File: src/rtl/seq_pkg.sv
// Shared types and encodings for the instruction sequencer.
package seq_pkg;

  localparam int unsigned INSTR_W = 32;
  localparam int unsigned REG_W   = 6;
  localparam int unsigned FUNCT_W = 4;
  localparam int unsigned IMM9_W  = 9;
  localparam int unsigned IMM15_W = 15;
  localparam int unsigned CNT_W   = 8;

  // Instruction field positions (LSB of each field)
  localparam int unsigned TYPE_LSB  = 0;
  localparam int unsigned RS_LSB    = 1;
  localparam int unsigned RD_LSB    = 7;
  localparam int unsigned FUNCT_LSB = 13;
  localparam int unsigned RT_LSB    = 17;
  localparam int unsigned IMM15_LSB = 17;
  localparam int unsigned IMM9_LSB  = 23;

  localparam logic [FUNCT_W-1:0] FN_ALU_MAX = 4'h6;
  localparam logic [FUNCT_W-1:0] FN_LOAD    = 4'h7;
  localparam logic [FUNCT_W-1:0] FN_STORE   = 4'h8;
  localparam logic [FUNCT_W-1:0] FN_HALT    = 4'hF;

  localparam logic TYPE_R = 1'b0;
  localparam logic TYPE_I = 1'b1;

  typedef enum logic [2:0] {
    S_IDLE,
    S_FETCH,
    S_DECODE,
    S_EXEC,
    S_MEM,
    S_WB,
    S_HALTED,
    S_ERROR
  } state_t;

  typedef enum logic [2:0] {
    OP_ALU,
    OP_LOAD,
    OP_STORE,
    OP_HALT,
    OP_ILLEGAL
  } op_class_t;

  typedef struct packed {
    logic [REG_W-1:0]   rs;
    logic [REG_W-1:0]   rd;
    logic [REG_W-1:0]   rt;
    logic [IMM9_W-1:0]  imm9;
    logic [IMM15_W-1:0] imm15;
    logic [FUNCT_W-1:0] funct;
    logic               ms1;
  } fields_t;

endpackage

File: src/rtl/instr_field_decode.sv
// Splits the instruction register into operand fields and classifies the funct.
module instr_field_decode
  import seq_pkg::*;
(
  input  logic [INSTR_W-1:0] ir,
  output fields_t            fields_c,
  output op_class_t          op_class_c
);

  logic [FUNCT_W-1:0] funct;

  // Field extraction and op classification; unknown functs fall through to illegal
  always_comb begin
    funct            = ir[FUNCT_LSB +: FUNCT_W];
    fields_c.rs      = ir[RS_LSB +: REG_W];
    fields_c.rd      = ir[RD_LSB +: REG_W];
    fields_c.rt      = ir[RT_LSB +: REG_W];
    fields_c.imm9    = ir[IMM9_LSB +: IMM9_W];
    fields_c.imm15   = ir[IMM15_LSB +: IMM15_W];
    fields_c.funct   = funct;
    fields_c.ms1     = ir[TYPE_LSB];
    op_class_c       = OP_ILLEGAL;
    if (funct <= FN_ALU_MAX)    op_class_c = OP_ALU;
    else if (funct == FN_LOAD)  op_class_c = OP_LOAD;
    else if (funct == FN_STORE) op_class_c = OP_STORE;
    else if (funct == FN_HALT)  op_class_c = OP_HALT;
  end

endmodule

File: src/rtl/instr_sequencer.sv
// Multi-cycle fetch/decode/execute/memory/writeback control FSM owning PC and IR.
module instr_sequencer
  import seq_pkg::*;
#(
  parameter int unsigned       ADDR_W   = 16,
  parameter logic [ADDR_W-1:0] PC_RESET = '0,
  parameter int unsigned       TIMEOUT  = 255
) (
  input  logic                clk,
  input  logic                rst_n,
  input  logic                start,
  output logic                imem_req,
  output logic [ADDR_W-1:0]   imem_addr,
  input  logic                imem_ack,
  input  logic [INSTR_W-1:0]  imem_rdata,
  output logic                dmem_req,
  output logic                dmem_we,
  input  logic                dmem_ack,
  output logic [REG_W-1:0]    rs,
  output logic [REG_W-1:0]    rd,
  output logic [REG_W-1:0]    rt,
  output logic [IMM9_W-1:0]   imm9,
  output logic [IMM15_W-1:0]  imm15,
  output logic [FUNCT_W-1:0]  alu_op_sel,
  output logic                ms1,
  output logic                ms2,
  output logic                we1,
  output logic                busy,
  output logic                halted,
  output logic                illegal,
  output logic                error
);

  state_t             state, state_n;
  logic [ADDR_W-1:0]  pc, pc_n;
  logic [INSTR_W-1:0] ir, ir_n;
  logic [CNT_W-1:0]   cnt, cnt_n;
  logic               illegal_n;
  fields_t            fields_c;
  op_class_t          op_class_c;

  instr_field_decode u_decode (
    .ir         (ir),
    .fields_c   (fields_c),
    .op_class_c (op_class_c)
  );

  // Fields are direct slices of the IR register, stable from DECODE until the next fetch
  assign imem_addr  = pc;
  assign rs         = fields_c.rs;
  assign rd         = fields_c.rd;
  assign rt         = fields_c.rt;
  assign imm9       = fields_c.imm9;
  assign imm15      = fields_c.imm15;
  assign alu_op_sel = fields_c.funct;
  assign ms1        = fields_c.ms1;

  // Next-state, PC/IR update and wait counter; counter is zero in every non-waiting state
  always_comb begin
    state_n   = state;
    pc_n      = pc;
    ir_n      = ir;
    cnt_n     = '0;
    illegal_n = illegal;
    unique case (state)
      S_IDLE: begin
        if (start) begin
          state_n = S_FETCH;
          pc_n    = PC_RESET;
        end
      end
      S_FETCH: begin
        if (imem_ack) begin
          ir_n    = imem_rdata;
          state_n = S_DECODE;
        end else if (cnt == CNT_W'(TIMEOUT)) begin
          state_n = S_ERROR;
        end else begin
          cnt_n = cnt + CNT_W'(1);
        end
      end
      S_DECODE: begin
        state_n = (op_class_c == OP_HALT) ? S_HALTED : S_EXEC;
      end
      S_EXEC: begin
        case (op_class_c)
          OP_ALU:             state_n = S_WB;
          OP_LOAD, OP_STORE:  state_n = S_MEM;
          default: begin
            illegal_n = 1'b1;
            pc_n      = pc + ADDR_W'(1);
            state_n   = S_FETCH;
          end
        endcase
      end
      S_MEM: begin
        if (dmem_ack) begin
          if (op_class_c == OP_LOAD) begin
            state_n = S_WB;
          end else begin
            pc_n    = pc + ADDR_W'(1);
            state_n = S_FETCH;
          end
        end else if (cnt == CNT_W'(TIMEOUT)) begin
          state_n = S_ERROR;
        end else begin
          cnt_n = cnt + CNT_W'(1);
        end
      end
      S_WB: begin
        pc_n    = pc + ADDR_W'(1);
        state_n = S_FETCH;
      end
      S_HALTED: begin
        if (start) begin
          pc_n      = PC_RESET;
          illegal_n = 1'b0;
          state_n   = S_FETCH;
        end
      end
      S_ERROR: state_n = S_ERROR;
      default: state_n = S_IDLE;
    endcase
  end

  // State, datapath registers and outputs registered from the next state
  always_ff @(posedge clk or negedge rst_n) begin
    if (!rst_n) begin
      state    <= S_IDLE;
      pc       <= PC_RESET;
      ir       <= '0;
      cnt      <= '0;
      imem_req <= 1'b0;
      dmem_req <= 1'b0;
      dmem_we  <= 1'b0;
      we1      <= 1'b0;
      ms2      <= 1'b0;
      busy     <= 1'b0;
      halted   <= 1'b0;
      illegal  <= 1'b0;
      error    <= 1'b0;
    end else begin
      state    <= state_n;
      pc       <= pc_n;
      ir       <= ir_n;
      cnt      <= cnt_n;
      imem_req <= (state_n == S_FETCH);
      dmem_req <= (state_n == S_MEM);
      dmem_we  <= (state_n == S_MEM) && (op_class_c == OP_STORE);
      we1      <= (state_n == S_WB);
      ms2      <= (state_n == S_WB) && (op_class_c == OP_LOAD);
      busy     <= !((state_n == S_IDLE) || (state_n == S_HALTED) || (state_n == S_ERROR));
      halted   <= (state_n == S_HALTED);
      illegal  <= illegal_n;
      error    <= (state_n == S_ERROR);
    end
  end

endmodule

File: config.mk
export PLATFORM = sky130hd
export DESIGN_NAME = instr_sequencer
export DESIGN_NICKNAME = d
export VERILOG_FILES = /design/src/rtl/seq_pkg.sv /design/src/rtl/instr_field_decode.sv /design/src/rtl/instr_sequencer.sv
export SDC_FILE = /design/constraint.sdc
export NUM_CORES = 1
export LEC_CHECK = 0
export BUFFER_PORTS_ARGS = -buffer_cell sky130_fd_sc_hd__clkbuf_2
export CAP_MARGIN = 25
export CORE_AREA = 2 2 92 85
export DETAILED_ROUTE_END_ITERATION = 7
export DIE_AREA = 0 0 94 87
export HOLD_SLACK_MARGIN = 0.02
export PLACE_DENSITY_LB_ADDON = 0.08
export SKIP_CTS_REPAIR_TIMING = 1
export SYNTH_ARGS = -nofsm -noshare
export SYNTH_HDL_FRONTEND = slang
export SYNTH_SLANG_ARGS = --single-unit
File: constraint.sdc
create_clock -name clk -period 2 [get_ports clk]
set_clock_uncertainty 0.05 [all_clocks]
set_input_delay 0.1 -clock clk [delete_from_list [all_inputs] [get_ports clk]]
set_output_delay 0.1 -clock clk [all_outputs]
set_load 0.02 [all_outputs]
==> results by group <==
Global route
  • Gr ovfl total: 0
  • Global-route usage over all layers: 17.0%
  • First-pass GRT wire length: approximately 11,000 µm
  • Initial antenna violation count: 0
  • Vias in the first global route: 2,272
  • Pin count of the biggest net entering global routing: 33

Hold path
  • Worst hold path depth: 4
  • Worst hold path type: in2reg
  • Hold EP: illegal
  • Hold Crit Start: start

Worst setup path
  • Type of origin of the critical path: flip-flop
  • CP Capture Type: flip-flop
  • WS Path Type: reg2reg
  • Crit path DAT: between 2 and 2.5 ns
  • R2r setup slk: about 0.092 ns
  • RR Startpoint: state[2]
  • FF-to-FF path depth: 5
  • R2r endpoint: imem_addr[14]
  • Required time worst endpoint: 2.21 ns
  • Peak fanout along the critical path: 7

STA
  • Relative slew slack: a little under three fifths
  • Worst-margin pin slew: 0.643 ns
  • Final Hold Viols: 0
  • F_max: 524 MHz
  • Crit share post-route: between 90% and 100%
  • Minimum period implied by the final worst setup slack: between 1.5 and 2 ns
  • Hold slack: approximately 0.10 ns
  • RSZ-0062 raised after global routing: false
  • Setup-failing EPs final: 0
  • Setup tns final: 0 ns
  • Max-slew violations: 0

Pwr
  • Leakage: 0.00208 µW
  • Sw frac: roughly two fifths
  • Combinational share of power: between 40 and 50%
  • Register share of total power: between 30% and 40%
  • Int Pwr: roughly 4000 µW
  • Clk pwr share: between 10% and 20%
  • Cell Pwr Density: approximately 1500 nW/µm²
  • Switching pwr: between 2000 and 3000 µW
  • IR drop worst, VDD: 742 µV

Layout
  • Syn-to-layout area delta: 40.1%
  • # diodes: 0
  • Share of post-route cells with drive strength above 1: between 40% and 50%
  • Leading cell type in the layout, fill and taps excluded: clkbuf_2
  • Number of nets in the final layout: roughly 460
  • Post-route cell area: between 4000 and 5000 µm²
  • Most frequent cells in the layout: clkbuf_2 (107), dfrtp_1 (67), dlygate4sd3_1 (33), mux2_2 (32), a21oi_1 (19)
  • Fin cells: 525
  • Final Core Density: 60.7%
  • Fillcell total: between 600 and 700

Route
  • Post-DR wirelength/cell: approximately 15 µm
  • Routed WL: roughly 7600 µm
  • Top routing layer in use: met4
  • Vias: 2,667
  • WL met1: around 3400 µm
  • Routed wl met2: ~3800 µm
  • Antenna-violating nets left: 0
  • Starting DRT DRC Count: roughly 120
  • DR WL met3: ~380 µm
  • DRC viols: 0
  • Number of vias per cell: about 5.1
  • First-pass iteration count of the detailed router: 4

Synth
  • Net count after synthesis: 323
  • Post-synthesis cell type count: 40
  • Synth Instances: 284
  • Number of flops mapped to enable cells by yosys: 0
  • Area leader, netlist: dfrtp_1
  • Top post-synthesis cells by area: dfrtp_1 (54%), mux2_2 (11%), buf_4 (3.5%)
  • Share of the synthesized area in the top cell type: a little over half
  • Async SR Flop Fraction: 100%
  • Register area share after synthesis: a little over half
  • Syn. warnings: 0
  • Register bit total from synthesis: 68
  • Ys flop type: dfrtp_1
  • Avg Cell Area, Syn: about 11 µm²
  • Mapped Area: ~3200 µm²

Placed design
  • HPWL Detailed: between 4000 and 5000 µm
  • Routability Congestion: 0.838
  • Port buffer count: around 110
  • DP Area: ~3800 µm²
  • Placed Instances: roughly 470

Clock tree
  • Num Clock Sinks: a little under 70
  • TritonCTS Buffers: 9
  • Clk Latency, worst-skew pair: 0.34 ns
  • Htree depth: 3
  • Worst-path clk slew: around 0.07 ns
  • TritonCTS clock tree: yes
  • Root Driver: clkbuf_8
  • Clock Tree Buf Depth: 2

Die
  • Row count: 30
  • Initial Utilization: between 40 and 50%
  • Die area: 8180 µm²
  • Die Ht: 87 µm
  • IO Count: 109
  • Die W: 94 µm
  • Core ar.: between 7000 and 8000 µm²

Run
  • MaxCap Viol Count: 0

Run status
  • Status: completed
synthesized netlist by cell type (all sizes together), types with 2 or more instances:
cell,n
inv,8
mux2,32
nand3,12
nor3,5
and4,2
buf,26
xnor2,2
and3,9
dfrtp,68
o211ai,2
clkbuf,3
or3,9
nand2,10
nand2b,3
nor2b,2
or4,7
xor2,4
nand4,7
o21ai,11
and2,3
o31ai,8
nor3b,4
a21boi,2
ha,2
a21oi,20
nor2,15
critical path: stages (launching register included):
cell	delay, ns
dfrtp_2	0.45
nor2b_4	0.21
nand3_4	0.12
o221a_4	0.34
or4_1	0.51
a21oi_1	0.15
registers in the layout (all words and copies together) (netlist names):
signal     cells
we1            1
imem_addr     16
state          3
ir            32
ms2            1
imem_req       1
halted         1
dmem_we        1
error          1
dmem_req       1
busy           1
cnt            8
illegal        1
layer usage:
metal	vias up	GRT usage, %
met5	-	0
met4	0	7.11
met3	7	5.02
met2	81	26.7
met1	1281	22.0
li1	1298	-
per-stage QoR:
step	total power, µW	setup slack (ns)
after floorplan	4400	0.0884
after global placement	5160	0.0615
after detailed placement	5220	0.0447
after CTS	6580	0.0281
after global routing	7260	0.00462
final	6820	0.0916
cell type report:
class | instances | area, µm² | share of cell area (%)
sequential | 68 | 1700 | 38.3
inverter | 8 | 30.0 | 0.675
multi-input combinational | 181 | 1340 | 30.1
timing repair buffer | 157 | 1020 | 22.9
clock inverter | 6 | 114 | 2.56
tap | 96 | 120 | 2.70
clock buffer | 9 | 124 | 2.79
kinds of logic (layout without fill, tap and decap cells):
kind of cell / count (synthesis) / count (layout) / synth area share, %
AOI/OAI and AO/OA: 49 / 51 / 9.82
xor gates and xnor gates: 6 / 6 / 1.66
adders and majority gates: 2 / 2 / 0.789
buffers and inverters: 37 / 180 / 6.70
DFF: 68 / 68 / 53.6
muxes: 32 / 32 / 11.4
and+or+nand+nor: 90 / 90 / 16.0
power groups by stage:
| stage | combinational, µW | sequential (µW) | clock [µW] |
|---|---|---|---|
| 6_report | 3270 | 2210 | 1340 |
| 2_1_floorplan | 1740 | 2660 | 0 |
| 3_5_place_dp | 3010 | 2210 | 0 |
| 3_3_place_gp | 2980 | 2180 | 0 |
| 4_1_cts | 3020 | 2180 | 1380 |
| 5_1_grt | 3540 | 2280 | 1440 |
how the worst max path moves through the flow:
stage / start / to / cells past startpoint
after floorplan: ir[13] / imem_addr[0] / 7
after global placement: state[2] / imem_addr[7] / 5
after detailed placement: state[2] / imem_addr[14] / 5
after CTS: state[2] / imem_addr[14] / 5
after global routing: ir[16] / busy / 6
final: state[2] / imem_addr[14] / 5
No activity file was read; power rests on OpenSTA's default activity.
